**src/rtl/seg_ripple_adder.sv**
```systemverilog
// Multi-cycle segmented ripple-carry adder/subtractor: SEG bits per clock with a registered carry.
// Optional saturation of the result on signed overflow when SEG_RIPPLE_ADDER_SAT_EN is defined.
module seg_ripple_adder #(
  parameter int WIDTH = 32,
  parameter int SEG   = 8
) (
  input  logic             clk,
  input  logic             rst_n,
  input  logic             start,
  input  logic             sub,
  input  logic [WIDTH-1:0] a,
  input  logic [WIDTH-1:0] b,
  input  logic             cin,
  output logic             busy,
  output logic             done,
  output logic [WIDTH-1:0] s,
  output logic             cout,
  output logic             pos_ovf,
  output logic             neg_ovf,
  output logic             dbg_state_o
);

  // WIDTH must be >= 2 and a multiple of SEG.
  localparam int NSEG = WIDTH / SEG;
  localparam int IDXW = (NSEG > 1) ? $clog2(NSEG) : 1;
  localparam logic [IDXW-1:0] LAST_IDX = IDXW'(NSEG - 1);

  typedef enum logic {
    IDLE = 1'b0,
    RUN  = 1'b1
  } state_e;

  state_e           state_q;
  logic [WIDTH-1:0] a_q;
  logic [WIDTH-1:0] b_q;
  logic [WIDTH-1:0] r_q;
  logic             carry_q;
  logic [IDXW-1:0]  idx_q;

  logic [SEG-1:0]   seg_a;
  logic [SEG-1:0]   seg_b;
  logic [SEG-1:0]   seg_sum;
  logic             carry_d;
  logic [WIDTH-1:0] r_d;
  logic [WIDTH-1:0] s_d;
  logic             pos_d;
  logic             neg_d;
  logic             last_seg;

  // Handshake: start is accepted on a rising edge only while busy=0; done
  // pulses for one cycle with s/cout/flags valid, and those outputs hold
  // until the next completion.
  always_comb begin
    seg_a              = a_q[idx_q*SEG +: SEG];
    seg_b              = b_q[idx_q*SEG +: SEG];
    {carry_d, seg_sum} = {1'b0, seg_a} + {1'b0, seg_b} + {{SEG{1'b0}}, carry_q};
    r_d                = r_q;
    r_d[idx_q*SEG +: SEG] = seg_sum;
    last_seg           = (idx_q == LAST_IDX);
    // B is already inverted for subtraction, so one rule covers both modes.
    pos_d = ~a_q[WIDTH-1] & ~b_q[WIDTH-1] &  r_d[WIDTH-1];
    neg_d =  a_q[WIDTH-1] &  b_q[WIDTH-1] & ~r_d[WIDTH-1];
    s_d   = r_d;
`ifdef SEG_RIPPLE_ADDER_SAT_EN
    if (pos_d) begin
      s_d = {1'b0, {(WIDTH-1){1'b1}}};
    end else if (neg_d) begin
      s_d = {1'b1, {(WIDTH-1){1'b0}}};
    end
`endif
  end

  always_ff @(posedge clk or negedge rst_n) begin
    if (!rst_n) begin
      state_q <= IDLE;
      a_q     <= '0;
      b_q     <= '0;
      r_q     <= '0;
      carry_q <= 1'b0;
      idx_q   <= '0;
      busy    <= 1'b0;
      done    <= 1'b0;
      s       <= '0;
      cout    <= 1'b0;
      pos_ovf <= 1'b0;
      neg_ovf <= 1'b0;
    end else begin
      done <= 1'b0;
      case (state_q)
        IDLE: begin
          if (start) begin
            a_q     <= a;
            b_q     <= sub ? ~b : b;
            carry_q <= sub ? 1'b1 : cin;
            idx_q   <= '0;
            busy    <= 1'b1;
            state_q <= RUN;
          end
        end
        RUN: begin
          r_q     <= r_d;
          carry_q <= carry_d;
          idx_q   <= idx_q + 1'b1;
          if (last_seg) begin
            s       <= s_d;
            cout    <= carry_d;
            pos_ovf <= pos_d;
            neg_ovf <= neg_d;
            done    <= 1'b1;
            busy    <= 1'b0;
            state_q <= IDLE;
          end
        end
        default: state_q <= IDLE;
      endcase
    end
  end

  assign dbg_state_o = state_q;

endmodule

```
**config.mk**
```make
export PLATFORM = sky130hd
export DESIGN_NAME = seg_ripple_adder
export DESIGN_NICKNAME = d
export VERILOG_FILES = /design/src/rtl/seg_ripple_adder.sv
export SDC_FILE = /design/constraint.sdc
export NUM_CORES = 1
export LEC_CHECK = 0
export BUFFER_PORTS_ARGS = -buffer_cell sky130_fd_sc_hd__buf_4
export CAP_MARGIN = 10
export CORE_MARGIN = 10
export CORE_UTILIZATION = 53
export CTS_CLUSTER_DIAMETER = 80
export DETAILED_ROUTE_END_ITERATION = 16
export PLACE_DENSITY = 0.87
export SKIP_CTS_REPAIR_TIMING = 1
export SLEW_MARGIN = 20
export SYNTH_ARGS = -nofsm -noshare
export SYNTH_HDL_FRONTEND = slang
export SYNTH_SLANG_ARGS = --single-unit
```
**constraint.sdc**
```tcl
create_clock -name clk -period 3.91 [get_ports clk]
set_input_delay 0.782 -clock clk [delete_from_list [all_inputs] [get_ports clk]]
set_output_delay 0.782 -clock clk [all_outputs]
set_load 0.005 [all_outputs]
```
* Word level (Yosys, flattened, before mapping)
Cells that the tools add are included.
W data, S select, Z words.
** Storage, ports and cells
- Register bits :: 137
- Bits of input ports :: 69
- Output and inout port bits :: 38
- Word-level logic and storage cells :: 50
** Operators by class
- Add/subtract/negate cells :: 4
- Equal/unequal tests :: 3
- Shifts and indexed selects :: 4
- Muxes and demuxes :: 15
- Bitwise logic cells :: 9
- Reduce and logical (&&, ||, !) cells :: 3
** Operators by type and width (number)
- $shiftx A32 B6 Y8 :: 2
- $neg A5 Y34 :: 1
- $shift A8 B34 Y32 const A :: 1
- $shiftx A8 B34 Y32 :: 1
- $bwmux W32 :: 1
- $mux W32 :: 1
- $not A32 Y32 :: 1
- $add A8 B8 Y9 :: 1
- $add A9 B1 Y9 :: 1
- $mux W1 :: 8
- $pmux W1 S2 :: 3
- $reduce_and A2 Y1 :: 3
- $and A1 B1 Y1 :: 4
- $not A1 Y1 :: 4
- $pmux W2 S2 :: 1
- $add A2 B1 Y2 const B :: 1
- $eq A2 B2 Y1 const B :: 1
- $mux W2 :: 1
- $ne A2 B1 Y1 const B :: 1
- $ne A2 B2 Y1 const B :: 1

* Depth between registers and ports, before layout
Gate-level depths: netlist of the first run.
- Depth in word-level cells :: 7
- Mapped depth :: 9

* Least setup slack after synthesis of the first run
No wires, ideal clock.
- Path kind :: register -> register
- Start :: register idx_q[0]
- End :: register s[14]
- Arrival :: 3.052 ns
- Required time :: 3.787 ns
- Setup slack :: 0.735 ns
- Stages on the path, launching flop included :: 10
- Buffers on the path :: 1
- Cells stage by stage :: dfrtp_1 -> buf_2 -> mux4_2 -> fa_1 -> fa_1 -> a21o_1 -> a221oi_2 -> xnor2_2 -> a221oi_2 -> nor2_1
** Between the ends
- Longest elaborated chain between the ends :: 5
- Elaborated cells on any way between the ends :: 10
** RTL lines
- start: declaration :: RTL line 38 : logic [IDXW-1:0] idx_q;
- start signal: assignment :: RTL line 103 : idx_q <= idx_q + 1'b1;
- $shiftx A32 B6 Y8, on equally long branches :: RTL line 54, 55
- $add A8 B8 Y9 :: RTL line 56 : {carry_d, seg_sum} = {1'b0, seg_a} + {1'b0, seg_b} + {{SEG{1'b0}}, carry_q};
- $add A9 B1 Y9 :: RTL line 56
- $shiftx A8 B34 Y32 :: RTL line 58 : r_d[idx_q*SEG +: SEG] = seg_sum;
- $bwmux W32 :: RTL line 58
- end signal: assignment :: RTL line 83 : s <= '0;
- end signal: assignment :: RTL line 105 : s <= s_d;
- end: declaration :: RTL line 16 : output logic [WIDTH-1:0] s,
Several ways; a longest one is shown, not always the timed one.
A chain may end at the register's enable or synchronous reset.

* Final worst setup path of the first run
- Start :: register idx_q[0]
- End :: register s[22]
Same word-level chain as after synthesis.

==> results of run 1 <==
[critical path: cells and delay by family, from the launching register on]
family,cells,cell delay (ps)
adders and majority gates,2,890
DFF,1,360
and+or+nand+nor,1,80
xor gates and xnor gates,1,220
AOI/OAI and AO/OA,3,900
muxes,1,530
buffers and inverters,1,210
[per-stage QoR]
step / setup WS, ps / hold WS (ps) / util [%] / area (um^2) / power (mW)
5_1_grt: 475 / 459 / 66.2 / 7920 / 8.91
6_report: 574 / 408 / 66.2 / 7920 / 8.39
3_5_place_dp: 675 / 465 / 61.9 / 7410 / 6.92
4_1_cts: 617 / 427 / 66.2 / 7920 / 8.38
2_1_floorplan: 735 / 442 / - / 6460 / 5.33
3_3_place_gp: 759 / 454 / 61.9 / 7410 / 6.69
[layer usage]
layer / vias to the layer above / share of wire [%] / global-route usage (%)
li1: 2193 / - / -
met1: 2389 / 42 / 24.2
met2: 214 / 48 / 31.5
met3: 21 / 8.8 / 6.16
met4: 0 / 1.4 / 6.34
met5: - / 0 / 0
[kinds of logic after synthesis]
logic type | synth area share, %
AO/OA/AOI/OAI | 13.8
XOR/XNOR | 5.27
adder cells (fa/ha/maj) | 3.14
buffers and inverters | 2.87
flip-flops | 53.1
multiplexers | 11.7
AND/OR/NAND/NOR | 10.2
[cells in the final DEF, fill, tap and decap left out, drive strengths merged, types with 7 or more instances in the layout]
cell type	instances
ha	13
xnor2	36
dfrtp	137
a221oi	29
nand2	62
mux4	16
nor2	66
a21oi	7
mux2	34
inv	8
o21ai	51
a32o	15
clkbuf	19
buf	118
clkinv	9
[sequential cells by signal (all words and copies together) (netlist names)]
register     flops
s               32
r_q             32
b_q             32
carry_q          1
idx_q            2
dbg_state_o      1
pos_ovf          1
cout             1
neg_ovf          1
a_q             32
done             1
busy             1
[power groups by stage]
| stage | Sequential, mW | Combinational, mW | Clock (mW) |
|---|---|---|---|
| 6_report | 2.45 | 4.50 | 1.43 |
| 5_1_grt | 2.53 | 4.88 | 1.50 |
| 4_1_cts | 2.45 | 4.48 | 1.44 |
| 3_5_place_dp | 2.47 | 4.45 | 0 |
| 3_3_place_gp | 2.42 | 4.27 | 0 |
| 2_1_floorplan | 2.37 | 2.96 | 0 |
[layout make-up]
cell class / count / area share [%]
Clock inverter: 10 / 1.04
Tap cell: 147 / 2.32
Multi-Input combinational cell: 373 / 36.0
Sequential cell: 137 / 43.3
Timing Repair Buffer: 118 / 11.3
Clock buffer: 19 / 5.47
Inverter: 11 / 0.521
[worst max-delay path by stage]
stage                        start  endpoint  slack (ps)  cells past startpoint
after detailed placement  idx_q[0]     s[14]         680                      9
after global placement    idx_q[0]     s[14]         760                      9
after CTS                 idx_q[0]     s[22]         620                      9
final                     idx_q[0]     s[22]         570                      9
after global routing      idx_q[0]     s[28]         480                      9
after floorplan           idx_q[0]     s[14]         740                      9
[Yosys cell counts, types with 2 or more instances]
cell	count	area (um^2)
a22o_1	4	35.0
xor2_1	2	17.5
mux2_2	34	383
fa_1	2	40.0
clkbuf_1	19	71.3
and3_1	4	25.0
xnor2_1	35	307
dfrtp_1	137	3430
nand2b_1	3	18.8
o21ai_0	51	255
a221oi_1	24	210
buf_2	7	35.0
clkinv_1	3	11.3
o31ai_1	2	15.0
nand2_1	62	233
buf_4	2	15.0
mux4_2	16	360
a32o_1	15	150
nor4b_2	2	30.0
a21oi_1	7	35.0
a221oi_2	5	75.1
buf_1	6	22.5
nor2_1	65	244
a21o_1	4	30.0
ha_1	13	163
inv_1	8	30.0
==> results.cfg, run 1 <==
[run_status]
outcome = finished, final reports clean

[layout]
nFillCells = 853
ff_latch_area_um2 = 3430
multiInputGateArea_um2 = 2850
layout.nets = 742
final_cells = 815
area_growth_pct = 22.6
drive_gt1_share_pct = 31.6
antennaDiodeCount = 0

[setup_path]
max_stage_delay_ps = 530
path_class = register to register
r2r_end = s[22]
reg2regPathDepth = 9
crit_fanout = 8
worstPathArrival_ps = 3630
reg2reg_setup_slack_ps = 570
start_kind = register
r2r-start = idx_q[0]
end_kind = register
cp_slowest_cell = mux4_2
crit_required_ps = 4210
crit_chain = buf_4, mux4_2, fa_1, fa_1, a21o_1, a221oi_2, xnor2_2, a221oi_2, nor2_1

[clocking]
tritoncts.num_buffers = 17
cts_tree = built
cts.clk_slew.worst_paths_ps = 60
clk_path_buf_depth = 2
insertion_delay_ps = 420
cts.sinks = 137
clockRootBuffer = clkbuf_16
cts_max_level = 4

[detailed_routing]
wl_per_cell_um = 19.6
antenna_left = 0
num_vias = 4817
drc = 0
drt_iter0_markers = 494
routed_via_density = 5.91
firstDrtPassIters = 6
finalWirelength_um = 15900

[yosys]
synth_edf_count = 0
netlist_area_um2 = 6460
yosysWarnings = 0
ys_types = 49
ys_async_sr_fraction_pct = 100
yosysSeqAreaShare_pct = 53.1
synth_flop_cell = dfrtp_1
ys_ff_latch = 137
netlist_instances = 555
syn_nets = 639
synth_area_per_cell_um2 = 11.6

[global_routing]
overflow = 0
grt_pass1_wl_um = 25700
antenna_found_initial = 0
grt_max_degree = 98
grt_usage_pct = 19.4
grt_pass1_vias = 5050

[sta]
hold_viol = 0
setup_tns_ps = 0
fin_crit_sh_pct = 85.3
rsz0062_at_grt = false
worst_slew_pin_slew_ps = 937
fin_skew_ps = 7.73
setup_viol_count_final = 0
min_period_ps = 3340
drv_slew = 0
slew_headroom_pct = 37.5
max_freq_mhz = 300

[placement]
gp_congestion = 0.844
dp_hpwl_um = 11400
portBuffers = 106
dpl.cell_count = 786

[die]
rows = 40
io_pins = 107
fp.dieH_um = 130
die-area_um2 = 17000
initial_utilization_pct = 54.0
die_w_um = 130
core-area_um2 = 12000

[run]
cap_violations = 0

[pwr]
leakage_nw = 3.64
vdd_ir_drop_max_v = 0.000715
p_int_mw = 4.73
p_seq_share_pct = 29.3
power_density_nw_per_um2 = 1060
combPwrFrac_pct = 53.7
swShare_pct = 43.6
p_switching_mw = 3.65
power_frac_clock_pct = 17.1

[hold_path]
hold_path_class = input pin to async pin
Note: power is estimated with default switching activity, not from simulation.
==> run 2: changes to the inputs <==
--- a/config.mk
+++ b/config.mk
@@ -5,6 +5,7 @@
 export SDC_FILE = /design/constraint.sdc
 export NUM_CORES = 1
 export LEC_CHECK = 0
+export ABC_AREA = 1
 export BUFFER_PORTS_ARGS = -buffer_cell sky130_fd_sc_hd__buf_4
 export CAP_MARGIN = 10
 export CORE_MARGIN = 10
==> run 2 against run 1 <==
Worst setup slack worse by 160 ps; fmax is 4.5% lower; sequential power is 2% lower; clock power is 13% higher; cell count is 24% higher; non-clock buffer count is 3 lower; design area is 2.1% higher.
==> results.cfg, run 2 <==
[run_status]
outcome = finished, final reports clean

[setup_path]
cp_slowest_cell = dfrtp_1
max_stage_delay_ps = 700
path_class = register to register
crit_chain = inv_2, o21ai_0, o22ai_1, fa_1, fa_1, nand3_1, nand2_1, xor2_1, nand2_1, nor2_1, nand2_1, a31oi_1
path_delay_family = adder cells
end_kind = register
crit_top_cell = nand2_1
worstPathArrival_ps = 3830
crit_fanout = 38
crit_required_ps = 4250
cp_num_buf_inv = 1
reg2regPathDepth = 12
start_kind = register
crit_cells = 12

[sta]
fin_skew_ps = 5.28
min_period_ps = 3490
rsz0062_at_grt = false
drv_slew = 0
worst_slew_pin_slew_ps = 1000
slew_headroom_pct = 32.8
hold_viol = 0
max_freq_mhz = 286
setup_tns_ps = 0
setup_viol_count_final = 0
fin_crit_sh_pct = 89.3

[layout]
drive_gt1_share_pct = 22.2
layout_commonest_cell = nand2_1
antennaDiodeCount = 0
area_growth_pct = 23.2
layout.nets = 913
final_core_util_pct = 67.0
most-common-layout-cells = nand2_1 (208), dfrtp_1 (137), buf_4 (113), o21ai_0 (82), nor2_1 (55)

[yosys]
ys_types = 29
synth_flop_cell = dfrtp_1
synth_common_cells = nand2_1 (208), dfrtp_1 (137), o21ai_0 (82)
synth_edf_count = 0
netlist_instances = 734
yosysMostFrequentCell = nand2_1
yosysSeqAreaShare_pct = 52.2
ys_ff_latch = 137
synth_area_leader_cell = dfrtp_1
yosysTopAreaCellShare_pct = 52.2
synth_area_leaders = dfrtp_1 (52%), nand2_1 (12%), o21ai_0 (6.3%)
netlist_area_um2 = 6560
synth_area_per_cell_um2 = 8.94
yosysWarnings = 0
ys_async_sr_fraction_pct = 100
syn_nets = 818

[clocking]
tritoncts.num_buffers = 17
cts.sinks = 137
cts_max_level = 4
clockRootBuffer = clkbuf_16
cts_tree = built
clk_path_buf_depth = 2
insertion_delay_ps = 440
cts.clk_slew.worst_paths_ps = 60

[pwr]
combPwrFrac_pct = 47.6
p_int_mw = 4.45
p_seq_share_pct = 31.3
p_switching_mw = 3.25
vdd_ir_drop_max_v = 0.000549
power_frac_clock_pct = 21.1
power_density_nw_per_um2 = 952
swShare_pct = 42.2
leakage_nw = 3.95

[die]
initial_utilization_pct = 54.4
io_pins = 107
die-area_um2 = 17200
rows = 40
fp.dieH_um = 131
die_w_um = 131
core-area_um2 = 12100

[detailed_routing]
num_vias = 5494
routed_via_density = 5.44
wl_per_cell_um = 16.8
finalWirelength_um = 17000
antenna_left = 0
drc = 0
drt_iter0_markers = 496
firstDrtPassIters = 5

[placement]
gp_congestion = 0.891
dp_hpwl_um = 11900
portBuffers = 106

[global_routing]
antenna_found_initial = 0
overflow = 0
grt_pass1_wl_um = 27700
grt_pass1_vias = 5595
grt_usage_pct = 19.8
grt_max_degree = 84

[hold_path]
hold_path_class = input pin to async pin

[run]
cap_violations = 0
-- run 2: changes by cell type in the layout (fill, tap and decap cells not counted), sizes merged, moves of 5 or more --
cell | previous run | this run
mux4 | 16 | 0
a221oi | 29 | 0
a32o | 15 | 0
a31oi | 0 | 13
inv | 8 | 46
a22o | 5 | 0
and3 | 5 | 0
o22ai | 1 | 30
a21o | 5 | 0
nand3 | 1 | 15
nand2 | 62 | 209
o21ai | 51 | 92
nor2 | 66 | 56
clkbuf | 19 | 25
-- run 2: worst paths after layout --
check | end | startpoint | slack (ps)
min in group clk | s[13] | s[13] | 480
hold reg to reg | s[13] | s[13] | 480
hold / removal | s[30] | rst_n | 400
setup / recovery | s[12] | idx_q[0] | 420
setup reg to reg | s[12] | idx_q[0] | 420
max in group asynchronous | a_q[12] | rst_n | 2640
-- run 2: layout make-up --
| type | count | area, um^2 |
|---|---|---|
| Timing Repair Buffer | 115 | 880 |
| Fill cell | 923 | 3980 |
| Sequential cell | 137 | 3430 |
| Inverter | 48 | 180 |
| Multi-Input combinational cell | 510 | 2790 |
| Clock inverter | 7 | 87.6 |
| Tap cell | 168 | 210 |
| Clock buffer | 25 | 515 |
-- run 2: stage by stage --
step           std cells  setup slack [ps]  hold slack [ps]  power, mW  instance area (um^2)
2_1_floorplan        734              1240              448       4.84                  6560
3_3_place_gp         978               743              461       5.83                  7480
6_report            1010               417              400       7.70                  8090
4_1_cts             1010               487              421       7.66                  8090
3_5_place_dp         978               569              466       6.00                  7480
5_1_grt             1010               146              441       8.27                  8090
-- run 2: layer usage --
layer,routed length (um),vias up,GRT usage [%]
met1,6940,2632,23.2
met4,419,0,9.02
met3,1270,32,6.67
met2,8390,231,32.4
met5,0,-,0
li1,-,2599,-
-- run 2: cell families (layout without fill, tap and decap cells) --
kind of cell,Yosys count,after routing,synth area share (%)
buf+inv,87,195,5.34
simple gates,284,284,17.0
fa+ha+maj,15,15,3.09
mux,32,32,5.49
compound gates,144,144,12.2
xor+xnor,35,35,4.67
flops,137,137,52.2
-- run 2: power by group through the flow --
| stage | sequential [mW] | combinational (mW) | clock, mW |
|---|---|---|---|
| 3_3_place_gp | 2.39 | 3.44 | 0 |
| 5_1_grt | 2.48 | 4.10 | 1.69 |
| 3_5_place_dp | 2.42 | 3.58 | 0 |
| 2_1_floorplan | 2.30 | 2.53 | 0 |
| 6_report | 2.41 | 3.67 | 1.62 |
| 4_1_cts | 2.41 | 3.63 | 1.63 |
-- run 2: worst reg2reg max path: stages, from the launching register on --
cell and delay, ps:
dfrtp_1 700, inv_2 420, o21ai_0 300, o22ai_1 120
fa_1 430, fa_1 430, nand3_1 110, nand2_1 90
xor2_1 210, nand2_1 100, nor2_1 180, nand2_1 120
a31oi_1 190
